File: config.mk
export PLATFORM = sky130hd
export DESIGN_NAME = pe_conv_mac_cell_flat
export DESIGN_NICKNAME = d
export VERILOG_FILES = /design/src/rtl/pe_conv_mac_cell_if.sv /design/src/rtl/pe_conv_mac_cell.sv /design/src/flat_wrapper.sv
export SDC_FILE = /design/constraint.sdc
export NUM_CORES = 1
export LEC_CHECK = 0
export BUFFER_PORTS_ARGS = -buffer_cell sky130_fd_sc_hd__clkbuf_2
export CORE_ASPECT_RATIO = 1.25
export CORE_MARGIN = 1.5
export CORE_UTILIZATION = 63
export DETAILED_ROUTE_END_ITERATION = 10
export GPL_ROUTABILITY_DRIVEN = 0
export HOLD_SLACK_MARGIN = 0.15
export PLACE_DENSITY = 0.94
export SETUP_SLACK_MARGIN = 0.4
export SLEW_MARGIN = 20
export SYNTH_ARGS = -nofsm -noshare
export SYNTH_HDL_FRONTEND = slang
export SYNTH_SLANG_ARGS = --single-unit
File: constraint.sdc
create_clock -name clk -period 13.45 [get_ports clk]
set_clock_uncertainty 0.1 [all_clocks]
set_input_delay 2.69 -clock clk [delete_from_list [all_inputs] [get_ports clk]]
set_output_delay 2.69 -clock clk [all_outputs]
set_load 0.01 [all_outputs]
File: src/rtl/pe_conv_mac_cell_if.sv
// pe_conv_mac_cell_if: activation-in / result-out stream bundle for the conv MAC cell
//   in_valid/in_ready/input_act/vf_store : activation beat stream (producer -> cell)
//   out_valid/out_ready/psum_out/sat_flag : saturated result stream (cell -> consumer)
//   master = producer/consumer side, slave = cell side
interface pe_conv_mac_cell_if #(
  parameter int BW_ACT = 8,
  parameter int LANES  = 4,
  parameter int BW_OUT = 17
);
  logic                      in_valid;
  logic                      in_ready;
  logic [LANES*BW_ACT-1:0]   input_act;
  logic                      vf_store;
  logic                      out_valid;
  logic                      out_ready;
  logic signed [BW_OUT-1:0]  psum_out;
  logic                      sat_flag;
  modport master (
    output in_valid, input_act, vf_store, out_ready,
    input  in_ready, out_valid, psum_out, sat_flag
  );
  modport slave (
    input  in_valid, input_act, vf_store, out_ready,
    output in_ready, out_valid, psum_out, sat_flag
  );
endinterface

File: src/rtl/pe_conv_mac_cell.sv
// pe_conv_mac_cell: multi-lane output-stationary MAC cell with H/V forwarding and saturated result port
//   clk, rst_n (async, active-low), clr (sync abort)
//   cfg_acc_len : beats per result minus 1, sampled on the first beat
//   load_weight/input_weight : weight vector load, honoured only when idle and drained
//   H_buffer/V_buffer : last accepted beat / last accepted beat with vf_store
//   bus : activation in-stream and result out-stream (slave side)
module pe_conv_mac_cell #(
  parameter int BW_ACT = 8,
  parameter int BW_WT  = 8,
  parameter int LANES  = 4,
  parameter int BW_ACC = 32,
  parameter int BW_OUT = 17,
  parameter int BW_LEN = 8
) (
  input  logic                    clk,
  input  logic                    rst_n,
  input  logic                    clr,
  input  logic [BW_LEN-1:0]       cfg_acc_len,
  input  logic                    load_weight,
  input  logic [LANES*BW_WT-1:0]  input_weight,
  output logic [LANES*BW_ACT-1:0] H_buffer,
  output logic [LANES*BW_ACT-1:0] V_buffer,
  pe_conv_mac_cell_if.slave       bus
);
  typedef enum logic [1:0] {IDLE, ACC, WAIT} state_t;
  localparam logic signed [BW_ACC-1:0] HI = {{(BW_ACC-BW_OUT+1){1'b0}}, {(BW_OUT-1){1'b1}}};
  localparam logic signed [BW_ACC-1:0] LO = ~HI;
  state_t                   state;
  logic [BW_LEN:0]          cnt;
  logic [BW_LEN-1:0]        len_reg;
  logic [LANES*BW_ACT-1:0]  act_reg;
  logic [LANES*BW_WT-1:0]   weight_buffer;
  logic                     s1_valid, s1_first, s1_last;
  logic signed [BW_ACC-1:0] acc, dot, acc_next;
  logic                     accept, over, under;
  assign bus.in_ready = state != WAIT;
  assign accept       = bus.in_valid && bus.in_ready;
  always_comb begin
    dot = '0;
    for (int i = 0; i < LANES; i++)
      dot = dot + BW_ACC'($signed(act_reg[i*BW_ACT +: BW_ACT]) * $signed(weight_buffer[i*BW_WT +: BW_WT]));
    acc_next = (s1_first ? '0 : acc) + dot;
    over     = acc_next > HI;
    under    = acc_next < LO;
  end
  always_ff @(posedge clk or negedge rst_n) begin
    if (!rst_n) begin
      state         <= IDLE;
      cnt           <= '0;
      len_reg       <= '0;
      act_reg       <= '0;
      weight_buffer <= '0;
      s1_valid      <= 1'b0;
      s1_first      <= 1'b0;
      s1_last       <= 1'b0;
      acc           <= '0;
      H_buffer      <= '0;
      V_buffer      <= '0;
      bus.out_valid <= 1'b0;
      bus.psum_out  <= '0;
      bus.sat_flag  <= 1'b0;
    end else if (clr) begin
      state         <= IDLE;
      cnt           <= '0;
      s1_valid      <= 1'b0;
      acc           <= '0;
      bus.out_valid <= 1'b0;
      bus.sat_flag  <= 1'b0;
    end else begin
      s1_valid <= accept;
      if (accept) begin
        act_reg  <= bus.input_act;
        H_buffer <= bus.input_act;
        if (bus.vf_store) V_buffer <= bus.input_act;
        s1_first <= state == IDLE;
        if (state == IDLE) begin
          len_reg <= cfg_acc_len;
          cnt     <= 1;
          s1_last <= cfg_acc_len == '0;
          state   <= cfg_acc_len == '0 ? WAIT : ACC;
        end else begin
          // cnt counts beats already taken, so this beat is the last when cnt == len_reg
          cnt     <= cnt + 1'b1;
          s1_last <= cnt == {1'b0, len_reg};
          if (cnt == {1'b0, len_reg}) state <= WAIT;
        end
      end
      if (load_weight && state == IDLE && !s1_valid) weight_buffer <= input_weight;
      if (s1_valid) begin
        acc <= acc_next;
        if (s1_last) begin
          bus.psum_out  <= over ? HI[BW_OUT-1:0] : under ? LO[BW_OUT-1:0] : acc_next[BW_OUT-1:0];
          bus.sat_flag  <= over || under;
          bus.out_valid <= 1'b1;
        end
      end
      if (bus.out_valid && bus.out_ready) begin
        bus.out_valid <= 1'b0;
        state         <= IDLE;
      end
    end
  end
endmodule

File: src/flat_wrapper.sv
// flat-port wrapper written by rule: the top's interface ports become plain ports
module pe_conv_mac_cell_flat 
#(
  parameter int BW_ACT = 8,
  parameter int BW_WT  = 8,
  parameter int LANES  = 4,
  parameter int BW_ACC = 32,
  parameter int BW_OUT = 17,
  parameter int BW_LEN = 8
)
  (clk, rst_n, clr, cfg_acc_len, load_weight, input_weight, H_buffer, V_buffer, bus_in_valid, bus_input_act, bus_vf_store, bus_out_ready, bus_in_ready, bus_out_valid, bus_psum_out, bus_sat_flag);
  pe_conv_mac_cell_if #(.BW_ACT(BW_ACT), .LANES(LANES), .BW_OUT(BW_OUT)) bus_i ();
  input  logic clk;
  input  logic rst_n;
  input  logic clr;
  input  logic [BW_LEN-1:0] cfg_acc_len;
  input  logic load_weight;
  input  logic [LANES*BW_WT-1:0] input_weight;
  output logic [LANES*BW_ACT-1:0] H_buffer;
  output logic [LANES*BW_ACT-1:0] V_buffer;
  input wire logic [$bits(bus_i.in_valid)-1:0] bus_in_valid;
  input wire logic [$bits(bus_i.input_act)-1:0] bus_input_act;
  input wire logic [$bits(bus_i.vf_store)-1:0] bus_vf_store;
  input wire logic [$bits(bus_i.out_ready)-1:0] bus_out_ready;
  output wire logic [$bits(bus_i.in_ready)-1:0] bus_in_ready;
  output wire logic [$bits(bus_i.out_valid)-1:0] bus_out_valid;
  output wire logic [$bits(bus_i.psum_out)-1:0] bus_psum_out;
  output wire logic [$bits(bus_i.sat_flag)-1:0] bus_sat_flag;
  assign bus_i.in_valid = bus_in_valid;
  assign bus_i.input_act = bus_input_act;
  assign bus_i.vf_store = bus_vf_store;
  assign bus_i.out_ready = bus_out_ready;
  assign bus_in_ready = bus_i.in_ready;
  assign bus_out_valid = bus_i.out_valid;
  assign bus_psum_out = bus_i.psum_out;
  assign bus_sat_flag = bus_i.sat_flag;
  pe_conv_mac_cell #(.BW_ACT(BW_ACT), .BW_WT(BW_WT), .LANES(LANES), .BW_ACC(BW_ACC), .BW_OUT(BW_OUT), .BW_LEN(BW_LEN)) u_core (.clk(clk), .rst_n(rst_n), .clr(clr), .cfg_acc_len(cfg_acc_len), .load_weight(load_weight), .input_weight(input_weight), .H_buffer(H_buffer), .V_buffer(V_buffer), .bus(bus_i));
endmodule
==> impl_metrics.toml, run 1 <==
[logic_synthesis]
synth.avg_cell_area_um2 = 9.825
syn_area_um2 = 20660
synth_edf_count = 0
synth_seq_cells = 169
synth_warnings = 0
yosysSeqAreaShare = 0.2047
syn_nets = 2643
async_flop_share = 1.000
synth.distinct_cells = 78
syn_inst = 2103
yosys_most_used_dff = "dfrtp_1"

[clock_network]
cts_resized = 0
ctsRootBufferMaster = "clkbuf_16"
cts_buffers = 17
cts_max_level = 4
cts_sinks = 169
postCtsSetupBuffers = 0
clock_latency_ns = 0.47
cts_tree = "built"
path_clk_slew_ns = 0.08
holdBufCountCts = 0
clockBufferDepth = 2

[sta]
fmax_mhz = 91.20
rsz0062_at_grt = "false"
finalMaxSlewViolations = 0
tns_ns = 0
fin_crit_sh = 0.8153
setup_viol_count_final = 0
hold_viol = 0
fin_crit_ns = 10.97
relSlewSlack = 0.3418
worst_pin_slew_ns = 0.9873

[hold_path]
holdCritPathClass = "reg -> reg"
min_from = "u_core.bus.psum_out[16]"

[global_route]
grt_first_pass_wirelength_um = 86840
grt-ovfl-total = 0
grt_max_degree = 106
antenna_found_initial = 0
grt_pass1_vias = 17980
grt_usage = 0.3324

[floorplanning]
start_util = 0.6445
ioPinCount = 163
die-area_um2 = 33900
die_y_um = 205.5
rows = 73
die_w_um = 165.0
core_area_um2 = 32060

[critical_path]
cp_num_buf_inv = 7
crit_fanout = 17
cp-start-kind = "register"
crit_start = "u_core.H_buffer[28]"
worstSetupPathType = "reg -> reg"
rr_startpoint = "u_core.H_buffer[28]"
cp.arrival_ns = 11.14
critical_path.endpoint_type = "register"
slowest_stage = "a311o_1"
cp_top_family = "adder cells"
worstPathRequired_ns = 13.63
slowest_delay_ns = 0.87

[placed_design]
placed_area_um2 = 21840
dp_hpwl_um = 39590
io_buffers = 162

[final_layout]
stdcell_area_um2 = 22460
fin_nets = 2783
antennaDiodeCount = 0
mostFrequentLayoutCells = "377 x inv_1, 312 x fa_1, 229 x nand2_1"
syn2layout_area_growth_pct = 8.683
final_common_cell = "inv_1"
drive_gt1_frac = 0.1334
fin_util = 0.7005

[routing]
ant_nets = 0
drt_first_iter_violations = 1352
via_per_inst = 6.018
wirelength_um = 52440
drc = 0
vias = 16060
drt_first_pass_iters = 6
wl_per_cell_um = 19.65

[run]
drv_cap = 0

[run_status]
status = "completed"
cells in the mapped netlist, drive strengths merged (18+ instances only):
master,n,area [um2]
inv,377,1415
fa,312,6246
nand2,229,859.6
dfrtp,169,4229
and2,159,994.7
ha,149,1864
nor2,85,319.1
mux2,70,788.3
xnor2,70,613.1
a21oi,54,281.5
o21ai,52,264.0
nand2b,43,269.0
clkbuf,37,138.9
nor2b,34,212.7
xor2,31,271.5
mux2i,23,230.2
a21o,22,165.2
o21a,20,150.1
nand3,18,90.09
cell type report:
cell class | count | area, um2
clock buffer | 18 | 429.2
clock inverter | 14 | 155.1
fill | 2057 | 9603
inverter | 379 | 1423
multi-input combinational | 1506 | 14810
sequential | 169 | 4229
tap | 412 | 515.5
timing repair buffer | 170 | 897.1
tightest hold or removal path, cell delays in order (launching register included):
cell	delay, ns
dfrtp_1	0.36
nand2_1	0.05
nand2_1	0.05
metal layers:
metal  global-route usage  share of wire  routed length, um
met5                    0              0                  0
met4               0.2400          0.075               3914
met3              0.07216          0.081               4265
met2               0.5632           0.51              26560
met1               0.3670           0.34              17700
worst paths after layout:
kind                            cells after the start  slack (ns)                       to
worst min register to register                      2        0.39  u_core.bus.psum_out[16]
min in group asynchronous                           1        2.06           u_core.acc[16]
worst max register to register                     32        2.48   u_core.bus.psum_out[0]
worst max-delay path                               32        2.48   u_core.bus.psum_out[0]
max in group asynchronous                           2       10.00      u_core.V_buffer[18]
worst min-delay path                                2        0.39  u_core.bus.psum_out[16]
through the flow:
step	hold WS, ns	instances	setup slack, ns
global placement	0.3649	2635	3.130
CTS	0.3972	2667	2.649
floorplan	0.3720	2103	3.678
finish	0.3914	2668	2.485
global route	0.4135	2668	1.995
detailed placement	0.3759	2635	2.725
kinds of logic (layout without fill, tap and decap cells):
family | Yosys count | after routing | synth area share
mux | 93 | 93 | 0.04929
compound gates | 225 | 225 | 0.07836
flops | 169 | 169 | 0.2047
xor+xnor | 103 | 103 | 0.04499
buf+inv | 428 | 581 | 0.07933
simple gates | 624 | 624 | 0.1508
fa+ha+maj | 461 | 461 | 0.3925
Power of run 1 is left out: the tool's default activity adds up to more than one toggle a clock period on the data nets, which glitch-free logic cannot reach.
==> inputs of run 2 (changes only) <==
--- a/config.mk
+++ b/config.mk
@@ -8,11 +8,11 @@
 export BUFFER_PORTS_ARGS = -buffer_cell sky130_fd_sc_hd__clkbuf_2
 export CORE_ASPECT_RATIO = 1.25
 export CORE_MARGIN = 1.5
-export CORE_UTILIZATION = 63
+export CORE_UTILIZATION = 57
 export DETAILED_ROUTE_END_ITERATION = 10
 export GPL_ROUTABILITY_DRIVEN = 0
 export HOLD_SLACK_MARGIN = 0.15
-export PLACE_DENSITY = 0.94
+export PLACE_DENSITY = 0.9
 export SETUP_SLACK_MARGIN = 0.4
 export SLEW_MARGIN = 20
 export SYNTH_ARGS = -nofsm -noshare
==> constraint.sdc (replaced) <==
create_clock -name clk -period 9.3 [get_ports clk]
set_clock_uncertainty 0.1 [all_clocks]
set_input_delay 1.86 -clock clk [delete_from_list [all_inputs] [get_ports clk]]
set_output_delay 1.86 -clock clk [all_outputs]
set_load 0.01 [all_outputs]
==> impl_metrics.toml, run 2 (same netlist as run 1, synthesis figures left out) <==
[sta]
fin_crit_ns = 10.06
finalMaxSlewViolations = 0
fmax_mhz = 99.40
setup_viol_count_final = 19
fin_ws_ns = -0.7601
relSlewSlack = 0.2630
hold_viol = 0
fin_crit_sh = 1.082
hold_ws_ns = 0.4083
tns_ns = -11.75
worst_pin_slew_ns = 1.106
rsz0062_at_grt = "true"

[global_route]
grt-ovfl-total = 0
grt_first_pass_wirelength_um = 92920
grt_usage = 0.3182
grt_pass1_vias = 18340
antenna_found_initial = 1
grt_max_degree = 102

[clock_network]
cts_sinks = 169
cts_tree = "built"
cts_max_level = 4
ctsRootBufferMaster = "clkbuf_16"
clock_latency_ns = 0.50
holdBufCountCts = 0
clockBufferDepth = 2
path_clk_slew_ns = 0.10
cts_buffers = 17

[routing]
via_per_inst = 6.105
drc = 0
vias = 17380
wl_per_cell_um = 22.09
ant_nets = 0
wirelength_um = 62880
drt_first_pass_iters = 9
drt_first_iter_violations = 1675

[placed_design]
io_buffers = 162
dp_hpwl_um = 41130

[final_layout]
mostFrequentLayoutCells = "364 x inv_1, 308 x fa_1, 227 x nand2_1"
final_common_cell = "inv_1"
fin_nets = 2898
drive_gt1_frac = 0.2235
syn2layout_area_growth_pct = 16.71

[floorplanning]
core_area_um2 = 35550
die_y_um = 215.9
rows = 77
start_util = 0.5812
ioPinCount = 163
die-area_um2 = 37410
die_w_um = 173.3

[hold_path]
holdCritPathClass = "reg -> reg"

[run_status]
violations = "negative setup slack"
status = "finished, violations left"

[critical_path]
slowest_stage = "fa_1"
cp.arrival_ns = 10.34
cp_num_buf_inv = 7
crit_fanout = 9
slowest_delay_ns = 0.63
worstPathRequired_ns = 9.58
cp_common_cell = "fa_1"
cp_top_family = "adder cells"
critical_path.endpoint_type = "register"
worstSetupPathType = "reg -> reg"
cp-start-kind = "register"

[run]
drv_cap = 0
[run 2: cell count changes in the layout (fill, tap and decap cells not counted), sizes merged]
| cell | before | now |
|---|---|---|
| clkinvlp | 0 | 2 |
| diode | 0 | 2 |
| buf | 9 | 121 |
| bufinv | 0 | 1 |
| clkinv | 7 | 9 |
| inv | 386 | 382 |
| clkbuf | 179 | 181 |
[run 2: routing by layer]
| metal | vias to the layer above | part of all wire | track usage |
|---|---|---|---|
| met5 | - | 0 | 0 |
| met4 | 0 | 0.084 | 0.1962 |
| met3 | 461 | 0.098 | 0.06061 |
| met2 | 1300 | 0.49 | 0.5548 |
| met1 | 8492 | 0.33 | 0.3607 |
| li1 | 7127 | - | - |
[run 2: final cells by class]
type	instances	area, um2
fillers	2306	11430
clock buffers	17	425.4
flip-flops and latches	169	4255
repair buffers	285	1903
multi-input cells	1506	15300
well taps	474	593.1
diodes	2	5.005
clock inverters	15	203.9
inverters	379	1426
[run 2: through the flow]
stage / utilization / std cells / setup WS [ns] / instance area [um2]
global placement: 0.6309 / 2754 / 0.003564 / 22430
detailed placement: 0.6309 / 2754 / -0.2371 / 22430
finish: 0.6784 / 2847 / -0.7601 / 24120
global route: 0.6782 / 2845 / -0.9456 / 24110
floorplan: - / 2103 / -0.1392 / 20730
CTS: 0.6650 / 2819 / 0.04848 / 23640
[run 2: worst reg2reg max path: cells and delay by family (launching register included)]
family	cells	cell delay (ns)
adder cells (fa/ha/maj)	9	4.45
AND/OR/NAND/NOR	10	2.50
AO/OA/AOI/OAI	5	1.26
buffers and inverters	7	0.96
flip-flops	1	0.42
XOR/XNOR	1	0.23
[run 2: worst paths after layout]
check / start / endpoint / slack, ns / cells after the start
setup / recovery: u_core.H_buffer[27] / u_core.bus.psum_out[6] / -0.76 / 32
hold / removal: u_core.V_buffer[19] / u_core.V_buffer[19] / 0.41 / 1
setup reg to reg: u_core.H_buffer[27] / u_core.bus.psum_out[6] / -0.76 / 32
hold reg to reg: u_core.V_buffer[19] / u_core.V_buffer[19] / 0.41 / 1
max in group asynchronous: rst_n / u_core.weight_buffer[30] / 6.12 / 2
min in group asynchronous: rst_n / u_core.acc[25] / 1.37 / 1
[run 2: timing repair]
action / CTS / global route
cloned: 1 / 2
setup buffers: 32 / 24
endpoints found under the hold margin: 0 / 0
resized for setup: 74 / 60
endpoints found under the setup margin: 20 / 22
pin swaps: 37 / 61
Power of run 2 is left out for the same reason.
